===== src/rtl/pipe_pkg.sv =====
// Shared definitions for the pipeline sequencer: state encoding and counter width.
package pipe_pkg;

    typedef enum logic [1:0] {
        RUN    = 2'b00,
        HALTED = 2'b01,
        RESUME = 2'b10
    } pipe_state_t;

    localparam int CNT_WIDTH_DEF = 32;

endpackage


===== src/rtl/perf_counter.sv =====
// Free-running event counter: +1 per enabled cycle, wraps silently.
module perf_counter #(
    parameter int WIDTH = 32
) (
    input  logic             clk,
    input  logic             rst,
    input  logic             en,
    output logic [WIDTH-1:0] count
);

    always_ff @(posedge clk or posedge rst) begin
        if (rst)     count <= '0;
        else if (en) count <= count + WIDTH'(1);
    end

endmodule


===== src/rtl/pipeline_ctrl.sv =====
// Run/halt sequencer plus stall/flush arbitration and performance counters
// for the 5-stage pipeline.
module pipeline_ctrl import pipe_pkg::*; #(
    parameter int CNT_WIDTH = CNT_WIDTH_DEF,
    parameter bit GO_SYNC   = 1'b1
) (
    input  logic                 clk,
    input  logic                 rst,
    input  logic                 go,
    input  logic                 load_use,
    input  logic                 branch_taken,
    input  logic                 jump_taken,
    input  logic                 halt_req,
    output logic                 pc_enable,
    output logic                 if_id_enable,
    output logic                 if_id_flush,
    output logic                 id_ex_enable,
    output logic                 id_ex_flush,
    output logic                 ex_mem_enable,
    output logic                 halted,
    output logic [CNT_WIDTH-1:0] total_cycles,
    output logic [CNT_WIDTH-1:0] bubble_num,
    output logic [CNT_WIDTH-1:0] condi_branch_num,
    output logic [CNT_WIDTH-1:0] uncondi_branch_num
);

    pipe_state_t state, state_nxt;
    logic        go_s, go_prev, go_rise;
    logic        active, redirect, stall;

    generate
        if (GO_SYNC) begin : g_sync
            logic [1:0] sync_q;
            always_ff @(posedge clk or posedge rst) begin
                if (rst) sync_q <= '0;
                else     sync_q <= {sync_q[0], go};
            end
            assign go_s = sync_q[1];
        end else begin : g_nosync
            assign go_s = go;
        end
    endgenerate

    // Tracked in every state so a press held across a halt never counts twice.
    always_ff @(posedge clk or posedge rst) begin
        if (rst) go_prev <= 1'b0;
        else     go_prev <= go_s;
    end
    assign go_rise = go_s & ~go_prev;

    always_ff @(posedge clk or posedge rst) begin
        if (rst) state <= RUN;
        else     state <= state_nxt;
    end

    // RESUME ignores halt_req so the syscall still in WB can retire.
    always_comb begin
        state_nxt = RUN;
        unique case (state)
            RUN:     state_nxt = halt_req ? HALTED : RUN;
            HALTED:  state_nxt = go_rise ? RESUME : HALTED;
            RESUME:  state_nxt = RUN;
            default: state_nxt = RUN;
        endcase
    end

    assign active   = (state != HALTED);
    assign redirect = branch_taken | jump_taken;
    assign stall    = load_use & ~redirect;

    always_comb begin
        pc_enable     = 1'b0;
        if_id_enable  = 1'b0;
        if_id_flush   = 1'b0;
        id_ex_enable  = 1'b0;
        id_ex_flush   = 1'b0;
        ex_mem_enable = 1'b0;
        halted        = ~active;
        if (active) begin
            pc_enable     = ~stall;
            if_id_enable  = ~stall;
            if_id_flush   = redirect;
            id_ex_enable  = 1'b1;
            id_ex_flush   = redirect | stall;
            ex_mem_enable = 1'b1;
        end
    end

    perf_counter #(.WIDTH(CNT_WIDTH)) u_total (
        .clk(clk), .rst(rst), .en(active), .count(total_cycles));
    perf_counter #(.WIDTH(CNT_WIDTH)) u_bubble (
        .clk(clk), .rst(rst), .en(active & stall), .count(bubble_num));
    perf_counter #(.WIDTH(CNT_WIDTH)) u_condi (
        .clk(clk), .rst(rst), .en(active & branch_taken & ~jump_taken), .count(condi_branch_num));
    perf_counter #(.WIDTH(CNT_WIDTH)) u_uncondi (
        .clk(clk), .rst(rst), .en(active & jump_taken), .count(uncondi_branch_num));

endmodule


===== config.mk =====
export PLATFORM = sky130hd
export DESIGN_NAME = pipeline_ctrl
export DESIGN_NICKNAME = d
export VERILOG_FILES = /design/src/rtl/pipe_pkg.sv /design/src/rtl/perf_counter.sv /design/src/rtl/pipeline_ctrl.sv
export SDC_FILE = /design/constraint.sdc
export NUM_CORES = 1
export LEC_CHECK = 0
export ABC_AREA = 1
export CAP_MARGIN = 20
export CORE_ASPECT_RATIO = 2
export CORE_MARGIN = 10
export CORE_UTILIZATION = 57
export DETAILED_ROUTE_END_ITERATION = 10
export GPL_TIMING_DRIVEN = 0
export PLACE_DENSITY = 0.95
export SYNTH_ARGS = -nofsm -noshare
export SYNTH_HDL_FRONTEND = slang
export SYNTH_SLANG_ARGS = --single-unit

===== constraint.sdc =====
create_clock -name clk -period 8.9 [get_ports clk]
set_clock_uncertainty 0.05 [all_clocks]
set_input_delay 0.89 -clock clk [delete_from_list [all_inputs] [get_ports clk]]
set_output_delay 0.89 -clock clk [all_outputs]
set_load 0.01 [all_outputs]

# Yosys cells after proc, flatten, opt, wreduce, memory -nomap -nowiden
# Cells that the tools add are included.
# totals
regBits	133
input_bits	7
output_inout_bits	135
# classes
add_sub_neg	4
eq_ne	2
mux	7
bitwise_logic	13
n_reduce_logical	1
# ops
op	count
$add 32x1->32 const B	4
$and 1x1->1	6
$mux 1	5
$not 1->1	5
$pmux 2 s2	1
$eq 2x1->1 const B	1
$logic_not 2->1	1
$mux 2	1
$ne 2x1->1 const B	1
$or 1x1->1	2

# Logic depth before layout (Yosys ltp)
# Gate-level depths: netlist (run 1).
# logic_depth
ltp_word	5
depth_mapped	10
mapped_depth_nobuf	10

# Cells and area by module
# From an unflattened synthesis (run 1), not the netlist that was laid out.
# unflattened
hier_cells	857
area_unflattened_um2	7155.6
# modules_own_cells
mod	instances	cells_per_inst	area_each_um2	seq_area_each_um2
perf_counter at u_bubble ...	3	207	1730.4	800.8
perf_counter at u_total	1	207	1722.9	800.8
pipeline_ctrl	1	29	241.5	125.1

# Worst setup path before layout (run 1)
# OpenSTA, ideal clock, no wires.
# synth_path
path_kind	input-to-output
from	input jump_taken
to	output pc_enable
t_arrival_ns	1.350
required_ns	7.960
slack_ns	6.610
path_stages	3
path_cell_list	nor2_4 -> a21oi_1 -> buf_4
# synth_between
elab_chain_len	5
# synth_lines
item	line	source
start, declared	pipeline_ctrl.sv:12	input logic jump_taken,
$or 1x1->1	pipeline_ctrl.sv:68	assign redirect = branch_taken | jump_taken;
$not 1->1	pipeline_ctrl.sv:69	assign stall = load_use & ~redirect;
$and 1x1->1	pipeline_ctrl.sv:69	
$not 1->1	n/a	
$mux 1	n/a	
end, declared	pipeline_ctrl.sv:14	output logic pc_enable,
# Every way passes these cells.

# Worst setup path in the final report (run 1)
# layout_path
from	input jump_taken
to	output pc_enable
# layout_between
elab_chain_len	5
# layout_lines
item	line	source
$or 1x1->1	pipeline_ctrl.sv:68	
$not 1->1	pipeline_ctrl.sv:69	
$and 1x1->1	pipeline_ctrl.sv:69	
$not 1->1	pipeline_ctrl.sv:80	pc_enable = ~stall;
$mux 1	pipeline_ctrl.sv:79	if (active) begin
# Every way passes these cells.

==> results of run 1 <==
-- layout by cell type, fill, tap and decap left out, types with 13 or more instances in the layout --
master	n
nand4_1	34
nand3b_1	28
dfrtp_1	133
clkdlybuf4s50_1	141
nand3_1	53
clkbuf_16	17
nand2_1	335
xnor2_1	26
inv_1	107
nor3_1	13
xor2_1	36
nor2_1	143
-- per-layer routing --
metal | share of wire, % | global-route usage, %
met1 | 34 | 23.09
met2 | 54 | 43.07
met3 | 6.3 | 5.607
met4 | 6.0 | 15.73
met5 | 0 | 0
-- report_power, final --
group,switching [W],internal (W)
combinational,0.000145,0.000142
sequential,0.0000624,0.000654
clock,0.000271,0.000453
-- worst reg2reg max path, stage by stage (launching register included) --
cell     delay, ns
dfrtp_1       0.39
ha_1          0.19
nand3_1       0.16
nor2_1        0.39
nand3_1       0.24
inv_1         0.16
nand2_1       0.07
nand2_1       0.07
nand2_1       0.05
-- worst min path at each step --
stage | from | endpoint | cells after the start
after floorplan | g_sync.sync_q[0] | g_sync.sync_q[1] | 0
after global placement | g_sync.sync_q[0] | g_sync.sync_q[1] | 0
after detailed placement | g_sync.sync_q[0] | g_sync.sync_q[1] | 0
after CTS | g_sync.sync_q[0] | g_sync.sync_q[1] | 0
after global routing | g_sync.sync_q[0] | g_sync.sync_q[1] | 0
final | g_sync.sync_q[0] | g_sync.sync_q[1] | 0
-- state kept, by name, indices dropped and copies added (netlist names) --
signal	flops
u_total.count	32
u_condi.count	32
u_uncondi.count	32
u_bubble.count	32
state	2
go_prev	1
g_sync.sync_q	2
-- layout make-up --
cell class                      count  area [sq um]
Tap cell                          150         187.7
Clock inverter                     12         155.1
Fill cell                         884          3038
Clock buffer                       19         452.9
Sequential cell                   133          3328
Multi-Input combinational cell    714          3498
Buffer                              4         37.54
Inverter                          110         417.9
Timing Repair Buffer              142          1439
-- through the flow --
step                      utilization (%)  total power, W  worst slack [ns]  hold slack [ns]  instance area (sq um)
after floorplan                         -       0.0008534             4.406           0.2812                   7277
after global placement              70.70        0.001002             2.536           0.2847                   8876
after detailed placement            70.96        0.001015             5.487           0.2847                   8909
after CTS                           75.80        0.001740             5.462           0.2977                   9517
after global routing                75.80        0.001796             5.421           0.3091                   9517
final                               75.80        0.001728             5.468           0.2971                   9517
-- kinds of logic after synthesis --
family / share of synthesized area (%)
AOI/OAI and AO/OA: 1.376
xor gates and xnor gates: 7.462
adders and majority gates: 0.6878
buffers and inverters: 6.190
DFF: 45.74
and+or+nand+nor: 38.55
==> results.json, run 1 <==
{
  "reg2reg_slack_ns": 7.02,
  "grt_pass1_vias": 7192,
  "syn_to_final_growth_pct": 30.78,
  "vias_per_cell": 5.530,
  "critPathLaunchType": "input port",
  "max_stage_delay_ns": 0.60,
  "via_count": 7100,
  "synth_seq_cells": 133,
  "cp.buffers_inverters": 3,
  "timing.rr.end": "u_bubble.count[24]",
  "holdBufCountCts": 0,
  "rows": 58,
  "cts-resized-gates": 0,
  "r2r_start": "u_bubble.count[1]",
  "synthesis.area_sq_um": 7277,
  "crit_top_cell": "clkdlybuf4s50_1",
  "diodes": 0,
  "synth_top_area_share_pct": 45.74,
  "synth_area_per_cell_sq_um": 7.572,
  "critPathArrivalTime_ns": 2.49,
  "p_leak_nw": 4.385,
  "crit_path_end_kind": "output port",
  "synth_edf_count": 0,
  "clock-root-buffer": "clkbuf_16",
  "cts_setup_buffers": 0,
  "crit_start": "jump_taken",
  "slew_viol_final": 0,
  "status": "completed",
  "cp_slowest_cell": "clkdlybuf4s50_1",
  "relSlewSlack_pct": 61.40,
  "synth_ff_type": "dfrtp_1",
  "cp-endpoint": "pc_enable",
  "crit_chain": "clkdlybuf4s50_1 > nor2_4 > a21oi_1 > buf_4 > clkdlybuf4s50_1",
  "start_util_pct": 57.96,
  "wirelength_microns": 21250,
  "syn-instance-count": 961,
  "critPathMaxFanout": 5,
  "drt_iter0_drc": 364,
  "dieArea_sq_um": 17960,
  "cts_tree": "built",
  "irDropWorstVdd_mv": 0.1505,
  "power-per-cell-area_nw_per_um2": 181.6,
  "die_y_microns": 179.8,
  "io_pins": 142,
  "fmax_ghz": 0.2914,
  "yosysTopAreaCell": "dfrtp_1",
  "rr_worst_depth": 8,
  "clk_pin_slew_ns": 0.06,
  "wl_per_cell_microns": 16.55,
  "stdcell_count": 1284,
  "required_ns": 7.96,
  "overflow": 0,
  "yosysWarnings": 0,
  "drive_above_1_share_pct": 5.556,
  "syn_nets": 972,
  "synthArstFlopShare_pct": 100.0,
  "place_congestion": 0.9420,
  "cts_max_level": 4,
  "fin_nets": 1133,
  "min_path_type": "reg2reg",
  "grt_setup_unrepaired": "false",
  "crit_type": "in2out",
  "grt_start_max_net_pins": 73,
  "yosysMostFrequentCell": "nand2_1",
  "ys_types": 30,
  "clock_path_buffers": 2,
  "synthTopCellsByCount": "nand2_1 (335), nor2_1 (143), dfrtp_1 (133)",
  "dr.pass1.iters": 6,
  "worst_pin_slew_ns": 0.5790,
  "ys_seq_area_share_pct": 45.74,
  "die_w_microns": 99.90,
  "coreArea_sq_um": 12550,
  "crit_cells": 5,
  "clkLatencyLatePin_ns": 0.42,
  "cap_violations": 0,
  "grt_usage_pct": 23.94,
  "dpl.hpwl_microns": 15790,
  "grt_pass1_wl_microns": 35130,
  "setup_viol": 0,
  "numCtsBuffers": 17,
  "fin_setup_tns_ns": 0,
  "dp.cells": 1253,
  "io_buffers": 141,
  "min_period_ns": 3.432,
  "path_delay_family": "buffers and inverters",
  "drtAntennaViolNets": 0,
  "finalCritPeriodShare_pct": 38.56,
  "synthTopCellsByArea": "dfrtp_1 (46%), nand2_1 (17%), nor2_1 (7.4%)",
  "cts.sinks": 133,
  "drc": 0,
  "finalHoldViolations": 0,
  "antenna_found_initial": 0
}
No activity file was read; power rests on OpenSTA's default activity.
==> inputs of run 2 (changes only) <==
--- a/config.mk
+++ b/config.mk
@@ -9,10 +9,10 @@
 export CAP_MARGIN = 20
 export CORE_ASPECT_RATIO = 2
 export CORE_MARGIN = 10
-export CORE_UTILIZATION = 57
+export CORE_UTILIZATION = 47
 export DETAILED_ROUTE_END_ITERATION = 10
 export GPL_TIMING_DRIVEN = 0
-export PLACE_DENSITY = 0.95
+export PLACE_DENSITY = 0.85
 export SYNTH_ARGS = -nofsm -noshare
 export SYNTH_HDL_FRONTEND = slang
 export SYNTH_SLANG_ARGS = --single-unit
==> constraint.sdc (replaced) <==
create_clock -name clk -period 3 [get_ports clk]
set_clock_uncertainty 0.05 [all_clocks]
set_input_delay 0.3 -clock clk [delete_from_list [all_inputs] [get_ports clk]]
set_output_delay 0.3 -clock clk [all_outputs]
set_load 0.01 [all_outputs]
==> run 2 against run 1 <==
Sequential share of layout area down 0.44 points. Register-to-register slack got worse by 5.9 ns. Via count shrank 2.1%. First-iteration DRC count down 36%. Setup slack lost 4.9 ns. Sequential power rose to 3.0 times the previous value. Worst hold slack worse by 0.046 ns. Total power rose to 3.0 times the previous value. Combinational power rose to 3.0 times the previous value. Die area is 18% higher. Sequential cell count unchanged. Non-clock buffer count grew 2. Critical path type is now reg2out. Largest power group unchanged.
==> results.json, run 2 (synthesized netlist as in run 1, its figures left out) <==
{
  "status": "completed",
  "cap_violations": 0,
  "syn_to_final_growth_pct": 32.43,
  "cts_max_level": 4,
  "holdBufCountCts": 0,
  "slew_viol_final": 0,
  "clkLatencyLatePin_ns": 0.42,
  "grt_usage_pct": 20.49,
  "grt_start_max_net_pins": 43,
  "crit_path_end_kind": "output port",
  "finalHoldViolations": 0,
  "cts_tree": "built",
  "worst_pin_slew_ns": 0.5953,
  "required_ns": 2.65,
  "critPathMaxFanout": 10,
  "drive_above_1_share_pct": 5.541,
  "start_util_pct": 47.58,
  "place_congestion": 0.9313,
  "crit_type": "reg2out",
  "numCtsBuffers": 17,
  "diodes": 0,
  "fin_ws_ns": 0.5335,
  "top_layer": "met4",
  "grt_setup_unrepaired": "false",
  "die_w_microns": 108.0,
  "io_buffers": 141,
  "die_y_microns": 196.0,
  "wl_per_cell_microns": 15.81,
  "drt_iter0_drc": 232,
  "drtAntennaViolNets": 0,
  "vias_per_cell": 5.205,
  "met1_length_microns": 7366,
  "cp.buffers_inverters": 3,
  "grt_pass1_wl_microns": 34680,
  "clock-root-buffer": "clkbuf_16",
  "wirelength_microns": 21100,
  "grt_pass1_vias": 7029,
  "fmax_ghz": 0.4054,
  "dieArea_sq_um": 21160,
  "critPathLaunchType": "flip-flop",
  "relSlewSlack_pct": 60.23,
  "dr.pass1.iters": 5,
  "path_delay_family": "buffers and inverters",
  "dpl.hpwl_microns": 16120,
  "finalCritPeriodShare_pct": 82.22,
  "cts_setup_buffers": 0,
  "drc": 0,
  "final_cell_mix": "nand2_1 (335), nor2_1 (143), clkdlybuf4s50_1 (141)",
  "power-per-cell-area_nw_per_um2": 545.8,
  "setup_viol": 0,
  "total_power_w": 0.005260,
  "rows": 64,
  "antenna_found_initial": 0,
  "coreArea_sq_um": 15290,
  "via_count": 6949,
  "p_leak_nw": 4.420,
  "wl_met2_microns": 11250,
  "critPathArrivalTime_ns": 2.12,
  "fin_setup_tns_ns": 0,
  "fin_nets": 1135,
  "wl_met3_microns": 1333,
  "min_path_type": "in2async",
  "cts-resized-gates": 0,
  "cp_slowest_cell": "clkdlybuf4s50_1",
  "final_common_cell": "nand2_1",
  "io_pins": 142,
  "overflow": 0,
  "irDropWorstVdd_mv": 0.3960,
  "cts.sinks": 133,
  "clock_path_buffers": 2,
  "min_period_ns": 2.467,
  "crit_chain": "inv_1 > nor2_4 > a21oi_1 > buf_4 > clkdlybuf4s50_1",
  "clk_pin_slew_ns": 0.06,
  "max_stage_delay_ns": 0.53,
  "dp_slack_ns": 0.6474
}
## run 2: changes by cell type in the layout (fill, tap and decap cells not counted)
cell,before,now
buf_12,0,3
clkbuf_1,0,3
clkbuf_8,2,4
clkinv_4,2,0
clkinvlp_4,5,3
buf_16,1,0
bufinv_16,3,4
inv_6,1,0
## run 2: metal layers
metal / track usage, % / vias up
met1: 20.43 / 3260
met4: 13.23 / 0
li1: - / 3338
met2: 36.64 / 274
met5: 0 / -
met3: 4.399 / 77
## run 2: final timing paths
| path | startpoint | end | slack [ns] | cells past startpoint |
|---|---|---|---|---|
| max in group asynchronous | rst | u_total.count[18] | 1.78 | 4 |
| setup / recovery | state[0] | pc_enable | 0.53 | 5 |
| hold / removal | rst | u_uncondi.count[23] | 0.25 | 2 |
| min in group clk | go | g_sync.sync_q[0] | 0.27 | 1 |
| hold reg to reg | g_sync.sync_q[0] | g_sync.sync_q[1] | 0.30 | 0 |
| setup reg to reg | u_bubble.count[1] | u_bubble.count[16] | 1.13 | 6 |
## run 2: stage by stage
stage | hold slack [ns] | utilization [%] | area, sq um | cells
after floorplan | 0.2812 | - | 7281 | 961
after global placement | 0.2866 | 58.45 | 8940 | 1300
after detailed placement | 0.2855 | 58.84 | 9000 | 1303
after CTS | 0.2496 | 63.01 | 9637 | 1335
after global routing | 0.2608 | 63.01 | 9637 | 1335
final | 0.2508 | 63.01 | 9637 | 1335
## run 2: power by group
group          total (W)  switching, W  internal, W
clock network    0.00227      0.000793      0.00148
logic           0.000863      0.000434     0.000428
registers        0.00213      0.000187      0.00194
total            0.00526       0.00141      0.00385
## run 2: cell type report
class / count / area [sq um]
Clock inverter: 8 / 145.1
Buffer: 4 / 37.54
Timing Repair Buffer: 144 / 1471
Fill cell: 1338 / 5658
Multi-Input combinational cell: 714 / 3498
Clock buffer: 24 / 491.7
Sequential cell: 133 / 3328
Tap cell: 198 / 247.7
Inverter: 110 / 416.7
==> inputs of run 3 (changes only) <==
==> constraint.sdc (replaced) <==
create_clock -name clk -period 2.05 [get_ports clk]
set_clock_uncertainty 0.05 [all_clocks]
set_input_delay 0.205 -clock clk [delete_from_list [all_inputs] [get_ports clk]]
set_output_delay 0.205 -clock clk [all_outputs]
set_load 0.01 [all_outputs]
==> run 3 against run 2 <==
Final cell count grew 0.45%. Worst hold slack worse by 0.094 ns. Die area unchanged. Register-to-register slack worse by 0.96 ns. Design area increased by 0.53%. Clock power is 47% higher. Critical path type unchanged. Critical endpoint is now ex_mem_enable. Largest power group unchanged. Highest routed layer unchanged.
==> results.json, run 3 (synthesized netlist as in run 1, its figures left out) <==
{
  "place_congestion": 0.9313,
  "antenna_found_initial": 0,
  "grt_setup_unrepaired": "false",
  "die_y_microns": 196.0,
  "p_int_w": 0.005646,
  "drt_iter0_drc": 230,
  "io_pins": 142,
  "die_w_microns": 108.0,
  "power_switching_w": 0.002088,
  "clkLatencyLatePin_ns": 0.42,
  "worst_pin_slew_ns": 0.5993,
  "final_cell_area_sq_um": 9688,
  "critPathLaunchType": "flip-flop",
  "finalHoldViolations": 0,
  "start_util_pct": 47.58,
  "final_cell_mix": "nand2_1 (335), nor2_1 (143), clkdlybuf4s50_1 (135)",
  "dr.pass1.iters": 5,
  "dpl.hpwl_microns": 16120,
  "required_ns": 1.79,
  "clock_path_buffers": 2,
  "min_period_ns": 1.977,
  "numCtsBuffers": 17,
  "grt_start_max_net_pins": 43,
  "overflow": 0,
  "setup_viol": 0,
  "syn_to_final_growth_pct": 33.13,
  "wirelength_microns": 21280,
  "wl_per_cell_microns": 15.87,
  "drc": 0,
  "switching_share_pct": 26.99,
  "timing.rr.end": "u_condi.count[31]",
  "r2r_start": "u_condi.count[7]",
  "p_clk_share_pct": 43.0,
  "final_common_cell": "nand2_1",
  "rows": 64,
  "fin_nets": 1141,
  "fin_setup_tns_ns": 0,
  "clk_pin_slew_ns": 0.06,
  "p_leak_nw": 4.460,
  "slew_viol_final": 0,
  "relSlewSlack_pct": 59.97,
  "critPathArrivalTime_ns": 1.72,
  "irDropWorstVdd_mv": 0.5845,
  "reg2reg_slack_ns": 0.17,
  "cts_max_level": 4,
  "dieArea_sq_um": 21160,
  "critPathMaxFanout": 11,
  "cap_violations": 0,
  "crit_path_end_kind": "output port",
  "drive_above_1_share_pct": 6.387,
  "coreArea_sq_um": 15290,
  "power_frac_comb_pct": 16.8,
  "diodes": 0,
  "finalCritPeriodShare_pct": 96.42,
  "via_count": 6981,
  "crit_type": "reg2out",
  "grt_pass1_wl_microns": 34960,
  "vias_per_cell": 5.206,
  "min_path_type": "in2async",
  "power-per-cell-area_nw_per_um2": 798.3,
  "rr_worst_depth": 7,
  "fmax_ghz": 0.5059,
  "cts.sinks": 133,
  "clock-root-buffer": "clkbuf_16",
  "pwr-share-seq_pct": 40.2,
  "io_buffers": 141,
  "grt_usage_pct": 20.64,
  "status": "completed",
  "cts_tree": "built",
  "drtAntennaViolNets": 0,
  "grt_pass1_vias": 7081,
  "dpl_cell_area_sq_um": 9000
}
run 3: cell types whose count changed in the layout (fill, tap and decap cells not counted), sizes merged:
cell | before | now
dlygate4sd2 | 0 | 4
clkdlybuf4s50 | 141 | 135
buf | 7 | 15
run 3: layer usage:
layer	track usage, %	up-vias	part of all wire, %
met5	0	-	0
met3	4.563	73	5.8
met1	20.55	3305	35
met4	13.43	0	5.3
li1	-	3347	-
met2	36.81	256	53
run 3: area by class of cell:
type | count | area, sq um
well taps | 198 | 247.7
flip-flops and latches | 133 | 3329
multi-input cells | 714 | 3510
clock inverters | 8 | 145.1
plain buffers | 4 | 41.29
repair buffers | 150 | 1506
fillers | 1340 | 5607
inverters | 110 | 416.7
clock buffers | 24 | 491.7
run 3: worst max path at each step:
stage | to | start | slack (ns) | cells past startpoint
CTS | ex_mem_enable | state[0] | 0.06 | 3
global placement | u_total.count[17] | rst | -1.14 | 2
finish | ex_mem_enable | state[0] | 0.07 | 3
detailed placement | pc_enable | jump_taken | -0.11 | 5
global route | ex_mem_enable | state[0] | 0.03 | 3
floorplan | g_sync.sync_q[0] | rst | 0.14 | 1
run 3: power groups by stage:
stage | logic, W | clock network [W] | registers, W
floorplan | 0.000514 | 0 | 0.00319
global placement | 0.00123 | 0 | 0.00314
detailed placement | 0.00128 | 0 | 0.00315
CTS | 0.00132 | 0.00338 | 0.00311
global route | 0.00141 | 0.00348 | 0.00314
finish | 0.00130 | 0.00333 | 0.00311
run 3: per-stage QoR:
step                      util [%]  instances  power (W)  hold slack, ns  setup WS [ns]
after floorplan                  -        961   0.003706          0.1864         0.1438
after global routing         63.34       1341   0.008034          0.1639        0.03153
after global placement       58.45       1300   0.004374          0.2866         -1.140
final                        63.34       1341   0.007733          0.1564        0.07335
after detailed placement     58.84       1303   0.004429          0.2855        -0.1126
after CTS                    63.34       1341   0.007814          0.1546        0.05883
run 3: worst max-delay path: stages, from the launching register on:
cell and delay, ns:
dfrtp_2 0.44, nand2_4 0.14, buf_8 0.17, clkdlybuf4s50_1 0.56
run 3: repair_timing:
action | in CTS | in global routing
endpoints found under the setup margin | 7 | 0
hold buffers | 0 | 0
setup buffers | 6 | 0
gates resized for setup | 10 | 0
